## src/rtl/npu_layer_seq_if.sv

```systemverilog
// -----------------------------------------------------------------------------
// npu_layer_seq_if
// Streaming bus bundle for the dense-layer sequencer.
//   IN_VALID / IN_READY : operand beat handshake (engine is the sink)
//   IN_A, IN_B          : N_CH signed operands each, lane i at [i*IN_W +: IN_W]
//   OUT_VALID/OUT_READY : result byte handshake (engine is the source)
//   OUT_DATA            : result byte
//   OUT_LAST            : final byte of the pass
// Modports:
//   master : the environment around the engine (feeds operands, drains bytes)
//   slave  : the engine itself
// -----------------------------------------------------------------------------
interface npu_layer_seq_if #(
    parameter int N_CH = 2,
    parameter int IN_W = 8
);
    logic                   IN_VALID;
    logic                   IN_READY;
    logic [N_CH*IN_W-1:0]   IN_A;
    logic [N_CH*IN_W-1:0]   IN_B;
    logic                   OUT_VALID;
    logic                   OUT_READY;
    logic [7:0]             OUT_DATA;
    logic                   OUT_LAST;

    modport master (
        output IN_VALID, IN_A, IN_B, OUT_READY,
        input  IN_READY, OUT_VALID, OUT_DATA, OUT_LAST
    );

    modport slave (
        input  IN_VALID, IN_A, IN_B, OUT_READY,
        output IN_READY, OUT_VALID, OUT_DATA, OUT_LAST
    );
endinterface

```

## src/rtl/npu_layer_seq.sv

```systemverilog
// -----------------------------------------------------------------------------
// npu_layer_seq
// Sequences one dense-layer pass over N_CH neuron lanes: bias preload,
// K_LEN-beat saturating multiply-accumulate, per-lane ReLU/bypass, argmax,
// then byte serialisation of all lane results (lane 0 first, MSB first).
// Ports:
//   CLKEXT       : clock
//   RST_GLO      : synchronous active-high reset (clears state, data, outputs)
//   START        : begin a pass, sampled only in IDLE
//   K_LEN        : number of MAC beats, captured at START
//   BIAS         : per-lane signed bias, lane i at [i*ACC_W +: ACC_W]
//   BYPASS_RELU  : per-lane ReLU bypass
//   bus          : operand stream in, result byte stream out (slave modport)
//   BUSY         : high in every state except IDLE and FINISH
//   DONE         : one-cycle pulse in FINISH
//   ARGMAX       : lowest index of the signed-largest activated result
//   MAX_VAL      : value of that result
// -----------------------------------------------------------------------------
module npu_layer_seq #(
    parameter int N_CH  = 2,
    parameter int IN_W  = 8,
    parameter int ACC_W = 16,
    parameter int IDX_W = 8
) (
    input  logic                    CLKEXT,
    input  logic                    RST_GLO,
    input  logic                    START,
    input  logic [7:0]              K_LEN,
    input  logic [N_CH*ACC_W-1:0]   BIAS,
    input  logic [N_CH-1:0]         BYPASS_RELU,
    npu_layer_seq_if.slave          bus,
    output logic                    BUSY,
    output logic                    DONE,
    output logic [IDX_W-1:0]        ARGMAX,
    output logic [ACC_W-1:0]        MAX_VAL
);
    localparam int PW  = 2 * IN_W;
    localparam int TOT = N_CH * ACC_W;
    localparam int NB  = TOT / 8;
    localparam int BW  = $clog2(NB + 1);
    localparam logic [BW-1:0] LAST_B = BW'(NB - 1);

    typedef enum logic [2:0] {
        S_IDLE, S_LOAD, S_COMPUTE, S_ACT, S_SERIAL, S_FINISH
    } state_t;

    state_t                     state_q, state_d;
    logic [7:0]                 klen_q;
    logic [TOT-1:0]             bias_q;
    logic [N_CH-1:0]            byp_q;
    logic [7:0]                 cnt_q;
    logic signed [ACC_W-1:0]    acc_q [N_CH];
    logic [TOT-1:0]             ser_q;
    logic [BW-1:0]              bcnt_q;
    logic [IDX_W-1:0]           argmax_q;
    logic signed [ACC_W-1:0]    maxv_q;

    logic signed [ACC_W-1:0]    mac_w [N_CH];
    logic signed [ACC_W-1:0]    act_w [N_CH];
    logic [TOT-1:0]             ser_load;
    logic [IDX_W-1:0]           best_idx;
    logic signed [ACC_W-1:0]    best_val;

    logic in_ready, out_valid, out_last, busy, done;
    logic [7:0] out_data;

    // Full-precision signed product; operands are sign-extended first so the
    // multiply is evaluated at product width.
    function automatic logic signed [PW-1:0] mul(
        input logic signed [IN_W-1:0] a,
        input logic signed [IN_W-1:0] b
    );
        mul = PW'(a) * PW'(b);
    endfunction

    // Add in ACC_W+1 bits; the two top bits disagreeing means the true sum
    // left the ACC_W range, so clamp toward the sign of the wide result.
    function automatic logic signed [ACC_W-1:0] sat_add(
        input logic signed [ACC_W-1:0] a,
        input logic signed [PW-1:0]    p
    );
        logic signed [ACC_W:0] s;
        s = {a[ACC_W-1], a} + {{(ACC_W + 1 - PW){p[PW-1]}}, p};
        if (!s[ACC_W] && s[ACC_W-1])
            sat_add = {1'b0, {(ACC_W - 1){1'b1}}};
        else if (s[ACC_W] && !s[ACC_W-1])
            sat_add = {1'b1, {(ACC_W - 1){1'b0}}};
        else
            sat_add = s[ACC_W-1:0];
    endfunction

    function automatic logic signed [ACC_W-1:0] relu(
        input logic signed [ACC_W-1:0] a,
        input logic                    byp
    );
        relu = (byp || !a[ACC_W-1]) ? a : '0;
    endfunction

    // Per-lane MAC candidates and activated values, argmax over activations.
    always_comb begin
        ser_load = '0;
        best_idx = '0;
        for (int i = 0; i < N_CH; i++) begin
            mac_w[i] = sat_add(acc_q[i],
                               mul($signed(bus.IN_A[i*IN_W +: IN_W]),
                                   $signed(bus.IN_B[i*IN_W +: IN_W])));
            act_w[i] = relu(acc_q[i], byp_q[i]);
            // Lane 0 sits at the top so a left shift emits it first.
            ser_load[TOT-1-i*ACC_W -: ACC_W] = act_w[i];
        end
        best_val = act_w[0];
        // Strict compare keeps the lowest index on ties.
        for (int i = 1; i < N_CH; i++) begin
            if (act_w[i] > best_val) begin
                best_val = act_w[i];
                best_idx = IDX_W'(i);
            end
        end
    end

    // State register
    always_ff @(posedge CLKEXT) begin
        if (RST_GLO)
            state_q <= S_IDLE;
        else
            state_q <= state_d;
    end

    // Next state and state-decoded outputs
    always_comb begin
        state_d   = state_q;
        in_ready  = 1'b0;
        out_valid = 1'b0;
        out_data  = '0;
        out_last  = 1'b0;
        busy      = 1'b0;
        done      = 1'b0;
        case (state_q)
            S_IDLE: begin
                if (START)
                    state_d = S_LOAD;
            end
            S_LOAD: begin
                busy    = 1'b1;
                state_d = (klen_q == 8'd0) ? S_ACT : S_COMPUTE;
            end
            S_COMPUTE: begin
                busy     = 1'b1;
                in_ready = 1'b1;
                if (bus.IN_VALID && (cnt_q + 8'd1 == klen_q))
                    state_d = S_ACT;
            end
            S_ACT: begin
                busy    = 1'b1;
                state_d = S_SERIAL;
            end
            S_SERIAL: begin
                busy      = 1'b1;
                out_valid = 1'b1;
                out_data  = ser_q[TOT-1 -: 8];
                out_last  = (bcnt_q == LAST_B);
                if (bus.OUT_READY && out_last)
                    state_d = S_FINISH;
            end
            S_FINISH: begin
                done    = 1'b1;
                state_d = S_IDLE;
            end
            default: state_d = S_IDLE;
        endcase
    end

    // Configuration capture, accumulation, activation and serialisation
    always_ff @(posedge CLKEXT) begin
        if (RST_GLO) begin
            klen_q   <= '0;
            bias_q   <= '0;
            byp_q    <= '0;
            cnt_q    <= '0;
            ser_q    <= '0;
            bcnt_q   <= '0;
            argmax_q <= '0;
            maxv_q   <= '0;
            for (int i = 0; i < N_CH; i++)
                acc_q[i] <= '0;
        end else begin
            case (state_q)
                S_IDLE: begin
                    if (START) begin
                        klen_q <= K_LEN;
                        bias_q <= BIAS;
                        byp_q  <= BYPASS_RELU;
                    end
                end
                S_LOAD: begin
                    cnt_q <= '0;
                    for (int i = 0; i < N_CH; i++)
                        acc_q[i] <= $signed(bias_q[i*ACC_W +: ACC_W]);
                end
                S_COMPUTE: begin
                    if (bus.IN_VALID) begin
                        cnt_q <= cnt_q + 8'd1;
                        for (int i = 0; i < N_CH; i++)
                            acc_q[i] <= mac_w[i];
                    end
                end
                S_ACT: begin
                    ser_q    <= ser_load;
                    bcnt_q   <= '0;
                    argmax_q <= best_idx;
                    maxv_q   <= best_val;
                end
                S_SERIAL: begin
                    if (bus.OUT_READY) begin
                        ser_q  <= ser_q << 8;
                        bcnt_q <= bcnt_q + BW'(1);
                    end
                end
                default: ;
            endcase
        end
    end

    assign bus.IN_READY  = in_ready;
    assign bus.OUT_VALID = out_valid;
    assign bus.OUT_DATA  = out_data;
    assign bus.OUT_LAST  = out_last;
    assign BUSY          = busy;
    assign DONE          = done;
    assign ARGMAX        = argmax_q;
    assign MAX_VAL       = maxv_q;
endmodule
```

## src/flat_wrapper.sv

```systemverilog
// flat-port wrapper written by rule: the top's interface ports become plain ports
module npu_layer_seq_flat 
#(
    parameter int N_CH  = 2,
    parameter int IN_W  = 8,
    parameter int ACC_W = 16,
    parameter int IDX_W = 8
)
  (CLKEXT, RST_GLO, START, K_LEN, BIAS, BYPASS_RELU, BUSY, DONE, ARGMAX, MAX_VAL, bus_IN_VALID, bus_IN_A, bus_IN_B, bus_OUT_READY, bus_IN_READY, bus_OUT_VALID, bus_OUT_DATA, bus_OUT_LAST);
  npu_layer_seq_if #(.N_CH(N_CH), .IN_W(IN_W)) bus_i ();
  input  logic CLKEXT;
  input  logic RST_GLO;
  input  logic START;
  input  logic [7:0] K_LEN;
  input  logic [N_CH*ACC_W-1:0] BIAS;
  input  logic [N_CH-1:0] BYPASS_RELU;
  output logic BUSY;
  output logic DONE;
  output logic [IDX_W-1:0] ARGMAX;
  output logic [ACC_W-1:0] MAX_VAL;
  input wire logic [$bits(bus_i.IN_VALID)-1:0] bus_IN_VALID;
  input wire logic [$bits(bus_i.IN_A)-1:0] bus_IN_A;
  input wire logic [$bits(bus_i.IN_B)-1:0] bus_IN_B;
  input wire logic [$bits(bus_i.OUT_READY)-1:0] bus_OUT_READY;
  output wire logic [$bits(bus_i.IN_READY)-1:0] bus_IN_READY;
  output wire logic [$bits(bus_i.OUT_VALID)-1:0] bus_OUT_VALID;
  output wire logic [$bits(bus_i.OUT_DATA)-1:0] bus_OUT_DATA;
  output wire logic [$bits(bus_i.OUT_LAST)-1:0] bus_OUT_LAST;
  assign bus_i.IN_VALID = bus_IN_VALID;
  assign bus_i.IN_A = bus_IN_A;
  assign bus_i.IN_B = bus_IN_B;
  assign bus_i.OUT_READY = bus_OUT_READY;
  assign bus_IN_READY = bus_i.IN_READY;
  assign bus_OUT_VALID = bus_i.OUT_VALID;
  assign bus_OUT_DATA = bus_i.OUT_DATA;
  assign bus_OUT_LAST = bus_i.OUT_LAST;
  npu_layer_seq #(.N_CH(N_CH), .IN_W(IN_W), .ACC_W(ACC_W), .IDX_W(IDX_W)) u_core (.CLKEXT(CLKEXT), .RST_GLO(RST_GLO), .START(START), .K_LEN(K_LEN), .BIAS(BIAS), .BYPASS_RELU(BYPASS_RELU), .bus(bus_i), .BUSY(BUSY), .DONE(DONE), .ARGMAX(ARGMAX), .MAX_VAL(MAX_VAL));
endmodule
```

## config.mk

```make
export PLATFORM = sky130hd
export DESIGN_NAME = npu_layer_seq_flat
export DESIGN_NICKNAME = d
export VERILOG_FILES = /design/src/rtl/npu_layer_seq_if.sv /design/src/rtl/npu_layer_seq.sv /design/src/flat_wrapper.sv
export SDC_FILE = /design/constraint.sdc
export NUM_CORES = 1
export LEC_CHECK = 0
export ABC_AREA = 1
export BUFFER_PORTS_ARGS = -buffer_cell sky130_fd_sc_hd__buf_2
export CAP_MARGIN = 30
export CELL_PAD_IN_SITES_DETAIL_PLACEMENT = 1
export CELL_PAD_IN_SITES_GLOBAL_PLACEMENT = 2
export CORE_MARGIN = 1.5
export CORE_UTILIZATION = 36
export CTS_CLUSTER_SIZE = 20
export DETAILED_ROUTE_END_ITERATION = 6
export PLACE_DENSITY = 0.85
export SYNTH_ARGS = -nofsm -noshare
export SYNTH_HDL_FRONTEND = slang
export SYNTH_SLANG_ARGS = --single-unit
```

## constraint.sdc

```tcl
create_clock -name CLKEXT -period 6.3 [get_ports CLKEXT]
set_input_delay 0.945 -clock CLKEXT [delete_from_list [all_inputs] [get_ports CLKEXT]]
set_output_delay 0.945 -clock CLKEXT [all_outputs]
set_load 0.05 [all_outputs]
```

==> results of run 1 <==
==> path summary, 6_finish.rpt <==
path                                  startpoint                              to  slack (ns)  cells past startpoint
setup / recovery                     bus_IN_B[0]    u_core.acc_q[0][7]$_DFFE_PP_        0.86                     20
hold / removal    u_core.bias_q[13]$_SDFFE_PP0P_  u_core.bias_q[13]$_SDFFE_PP0P_        0.45                      2
setup reg to reg   u_core.acc_q[0][22]$_DFFE_PP_   u_core.acc_q[0][20]$_DFFE_PP_        1.42                     21
hold reg to reg   u_core.bias_q[13]$_SDFFE_PP0P_  u_core.bias_q[13]$_SDFFE_PP0P_        0.45                      2
==> cells by family (layout without fill, tap and decap cells) <==
logic type      Yosys count  in the layout  share of synthesized area, %
simple gates            583            583                         18.72
compound gates          240            240                         9.724
flops                   137            137                         23.50
buf+inv                 429            497                         12.77
xor+xnor                 38             38                         2.611
fa+ha+maj               249            249                         32.66
other cells               1              7                       0.02877
==> Yosys cell counts, drive strengths merged, types with 3 or more instances <==
cell type	count	area share [%]
buf	25	1.1
nor3	8	0.39
a21o	5	0.29
a31oi	10	0.48
a211oi	3	0.17
nand3	82	3.4
nand2	380	11
o21ai	81	3.1
clkbuf	58	1.7
or2	3	0.14
nand4	22	1.1
edfxtp	32	7.4
inv	342	9.9
nor2	85	2.6
dfxtp	105	16
o22ai	9	0.43
xnor2	28	1.9
a21oi	129	5.0
xor2	10	0.67
ha	97	9.3
clkinv	4	0.12
fa	152	23
==> worst register-to-register path, stage by stage (launching register included) <==
cell	delay (ns)
edfxtp_1	0.33
inv_1	0.09
fa_1	0.54
inv_1	0.05
fa_1	0.50
inv_1	0.05
fa_1	0.54
inv_1	0.06
fa_1	0.39
fa_1	0.46
ha_1	0.38
nand2_1	0.11
o21ai_2	0.23
nand3_1	0.11
nand3_1	0.14
inv_1	0.07
nand2_1	0.07
nand2_1	0.13
nand2_2	0.19
nand2_1	0.09
nand2_1	0.07
nand2_1	0.05
==> sequential cells by signal, summed over array words and instances (netlist names) <==
| register | flops |
|---|---|
| u_core.bias_q | 32 |
| u_core.MAX_VAL | 16 |
| u_core.bcnt_q | 3 |
| u_core.byp_q | 2 |
| u_core.ARGMAX | 1 |
| u_core.acc_q | 32 |
| u_core.state_q | 3 |
| u_core.cnt_q | 8 |
| u_core.ser_q | 32 |
| u_core.klen_q | 8 |
==> metrics by stage <==
stage / area (um2) / setup slack, ns / std cells / utilization (%)
2_1_floorplan: 13060 / 0.7769 / 1683 / -
3_5_place_dp: 13910 / 0.3646 / 2180 / 39.10
5_1_grt: 14490 / 0.4679 / 2212 / 40.75
3_3_place_gp: 13910 / 0.5198 / 2180 / 39.10
4_1_cts: 14490 / 0.8233 / 2212 / 40.75
6_report: 14490 / 0.8637 / 2212 / 40.75
==> per-layer routing <==
metal  GRT usage, %  vias to the layer above  share of wire, %
li1               -                     5290                 -
met1          27.09                     5366                46
met2          37.14                      137                51
met3          2.545                       20               2.1
met4          3.072                        0              0.72
met5              0                        -                 0
==> final cells by class <==
class,count,area [um2]
clock buffer,21,503.0
clock inverter,11,83.83
fill,4412,21080
inverter,346,1301
multi-input combinational,1117,8343
sequential,137,3063
tap,461,576.8
timing repair buffer,119,623.1
==> flow_summary.yaml, run 1 <==
cells_and_area:
  layout-drive-gt1-share_pct: 9.994
  nets: 2066
  layout_common_cells: "nand2_1 (376), inv_1 (336), fa_1 (152)"
  final_common_cell: "nand2_1"
  syn_to_final_growth_pct: 11.19
  diodes: 0
run:
  cap_violations: 0
timing:
  hold_ws_ns: 0.4501
  setup_viol: 0
  fmax_mhz: 183.9
  hold_viol: 0
  setup_tns_ns: 0
  rsz0062_at_grt: "false"
  finalCriticalPeriod_ns: 5.436
  tightest_slew_ns: 0.9447
  fin_skew_ns: 0.01169
  relSlewSlack_pct: 36.79
  post-route-period-util_pct: 86.29
  drv_slew: 0
floorplanning:
  coreArea_mm2: 0.03557
  die_width_um: 193.3
  start_util_pct: 36.65
  num_rows: 69
  ios: 116
  fp.dieArea_mm2: 0.03736
  die_h_um: 193.3
global_routing:
  track_usage_pct: 20.70
  first_global_vias: 11761
  grt_first_pass_wirelength_um: 62320
  antenna_found_initial: 0
  grt_max_degree: 71
  gr-total-overflow: 0
clocking:
  cts_htree_levels: 4
  clkSlewWorstSetupHoldPaths_ns: 0.06
  ctsResizeCount: 0
  cts_setup_buffers: 0
  cts_buffers: 17
  clk_latency_ns: 0.43
  ctsHoldBuffers: 0
  cts_tree: "built"
  clk_path_buf_depth: 2
  cts_root_buf: "clkbuf_16"
  clock-sinks: 137
place:
  gp_congestion: 0.8301
  place.port_buffers: 108
  dp_hpwl_um: 29710
synth:
  avgSynthCellArea_um2: 7.773
  synthDistinctLibCells: 44
  synthCells: 1677
  yosys_warnings: 0
  ys.flop_type: "dfxtp_1"
  synth_seq_area_share_pct: 23.50
  ys_ff_latch: 137
  synthArstFlopShare_pct: 0
  synth-edff-count: 32
  syn_area_mm2: 0.01304
worst_setup_path:
  crit_family: "adder cells"
  cp_slowest_stage_delay_ns: 0.55
  cp_max_fo: 9
  crit_type: "primary input to register"
  critPathRequiredTime_ns: 6.49
  cp_cell_sequence: "buf_2, nand2_1, inv_1, fa_1, fa_1, fa_1, inv_1, fa_1, inv_1, ha_1, ha_1, a21oi_1, a21boi_0, nand3_1, xnor2_1, inv_1, nand2_2, nand2_1, nand2_1, nand2_1"
  worst_ep_arrival_time_ns: 5.63
  cpMaxStageDelayCell: "fa_1"
  critical_path_buf_inv_count: 5
  end_kind: "register"
  cp-start-kind: "primary input"
routing:
  firstDrtPassIters: 5
  drc: 0
  vias: 10813
  routed_wl_um: 36570
  drt-initial-drc-count: 524
  viasPerCell: 4.888
  antenna_left: 0
  wl_per_cell_um: 16.53
run_status:
  status: "completed"
hold_path:
  hold_path_class: "register to register"
Power of run 1 is left out: the tool's default activity adds up to more than one toggle a clock period on the data nets, which glitch-free logic cannot reach.
==> inputs of run 2 (changes only) <==
--- a/config.mk
+++ b/config.mk
@@ -11,10 +11,12 @@
 export CELL_PAD_IN_SITES_DETAIL_PLACEMENT = 1
 export CELL_PAD_IN_SITES_GLOBAL_PLACEMENT = 2
 export CORE_MARGIN = 1.5
-export CORE_UTILIZATION = 36
+export CORE_UTILIZATION = 37
+export CTS_BUF_LIST = sky130_fd_sc_hd__clkbuf_4
 export CTS_CLUSTER_SIZE = 20
 export DETAILED_ROUTE_END_ITERATION = 6
-export PLACE_DENSITY = 0.85
+export PLACE_DENSITY_LB_ADDON = 0.2
+export SKIP_CTS_REPAIR_TIMING = 1
 export SYNTH_ARGS = -nofsm -noshare
 export SYNTH_HDL_FRONTEND = slang
 export SYNTH_SLANG_ARGS = --single-unit
==> run 2 against run 1 <==
Against the previous run:
- clock skew rose by 0.014 ns
- maximum frequency up 2.5%
- global-route usage grew 0.90 points
- largest cell class unchanged
- highest routed layer unchanged
==> flow_summary.yaml, run 2 (synthesis results as in run 1) <==
clocking:
  cts_root_buf: "clkbuf_4"
  cts_buffers: 17
  clkSlewWorstSetupHoldPaths_ns: 0.12
  clk_latency_ns: 0.59
  clk_path_buf_depth: 2
  cts_htree_levels: 4
  clock-sinks: 137
  cts_tree: "built"
global_routing:
  gr-total-overflow: 0
  first_global_vias: 11613
  grt_max_degree: 85
  grt_first_pass_wirelength_um: 61370
  antenna_found_initial: 0
  track_usage_pct: 21.60
timing:
  tightest_slew_ns: 0.8244
  setup_ws_ns: 0.9959
  setup_viol: 0
  post-route-period-util_pct: 84.19
  finalCriticalPeriod_ns: 5.304
  drv_slew: 0
  hold_viol: 0
  setup_tns_ns: 0
  relSlewSlack_pct: 45.04
  hold_ws_ns: 0.4558
  fin_skew_ns: 0.02539
  rsz0062_at_grt: "false"
  fmax_mhz: 188.5
cells_and_area:
  reg.largest.list: "u_core.acc_q (32), u_core.bias_q (32), u_core.ser_q (32)"
  layout_common_cells: "nand2_1 (376), inv_1 (336), fa_1 (152)"
  final_common_cell: "nand2_1"
  layout-drive-gt1-share_pct: 9.880
  syn_to_final_growth_pct: 9.273
  finish.utilization_pct: 41.13
  nets: 2066
worst_setup_path:
  cp-start-kind: "primary input"
  worst_ep_arrival_time_ns: 5.64
  startpoint: "bus_IN_B[15]"
  crit_type: "primary input to register"
  cp_max_fo: 7
  r2r_start: "u_core.acc_q[0][22]$_DFFE_PP_"
  critPathRequiredTime_ns: 6.64
  end_kind: "register"
  rr_worst_depth: 20
hold_path:
  hold_path_depth: 2
  hold_path_class: "register to register"
  hold_start: "u_core.bias_q[24]$_SDFFE_PP0P_"
place:
  gp_congestion: 0.8267
  place.port_buffers: 108
  post-place-ws_ns: 0.3776
  dp_hpwl_um: 29930
routing:
  firstDrtPassIters: 4
  antenna_left: 0
  routed_wl_um: 36720
  viasPerCell: 4.829
  vias: 10658
  drc: 0
  drt-initial-drc-count: 384
  wl_per_cell_um: 16.64
floorplanning:
  num_rows: 68
  coreArea_mm2: 0.03463
  die_h_um: 190.7
  ios: 116
  fp.dieArea_mm2: 0.03636
  die_width_um: 190.7
  start_util_pct: 37.64
run:
  cap_violations: 0
run_status:
  status: "completed"
==> run 2: final cells by class <==
| cell class | count | area, um2 |
|---|---|---|
| Clock inverter | 14 | 202.7 |
| Inverter | 346 | 1301 |
| Sequential cell | 137 | 3063 |
| Timing Repair Buffer | 119 | 626.9 |
| Tap cell | 455 | 569.3 |
| Multi-Input combinational cell | 1117 | 8343 |
| Antenna cell | 1 | 2.502 |
| Clock buffer | 18 | 135.1 |
| Fill cell | 4339 | 20380 |
==> run 2: per-stage QoR <==
| stage | instances | cell area (um2) |
|---|---|---|
| floorplan | 1683 | 13060 |
| global placement | 2173 | 13890 |
| detailed placement | 2174 | 13900 |
| CTS | 2206 | 14240 |
| global route | 2206 | 14240 |
| finish | 2207 | 14240 |
==> run 2: final timing paths <==
| check | slack [ns] | to |
|---|---|---|
| max | 1.0 | u_core.acc_q[0][18]$_DFFE_PP_ |
| min | 0.46 | u_core.bias_q[24]$_SDFFE_PP0P_ |
| max reg2reg | 1.37 | u_core.acc_q[0][18]$_DFFE_PP_ |
| min reg2reg | 0.46 | u_core.bias_q[24]$_SDFFE_PP0P_ |
==> run 2: per-layer routing <==
layer | track usage, % | part of all wire [%] | up-vias
li1 | - | - | 5282
met1 | 28.67 | 47 | 5192
met4 | 4.694 | 1.8 | 0
met2 | 37.57 | 49 | 148
met5 | 0 | 0 | -
met3 | 2.576 | 2.5 | 36
==> run 2: worst max-delay path: stages <==
cell      delay (ns)
buf_2           0.08
clkinv_1        0.18
or2_2           0.35
fa_1            0.45
fa_1            0.49
inv_1           0.05
fa_1            0.48
fa_1            0.53
fa_1            0.42
ha_1            0.39
nand2_1         0.12
o21ai_2         0.25
nand3_1         0.11
nand3_1         0.13
inv_1           0.07
nand2_1         0.07
nand2_1         0.14
nand2_2         0.19
nand2_1         0.08
nand2_1         0.07
nand2_1         0.05
Power of run 2 is left out for the same reason.
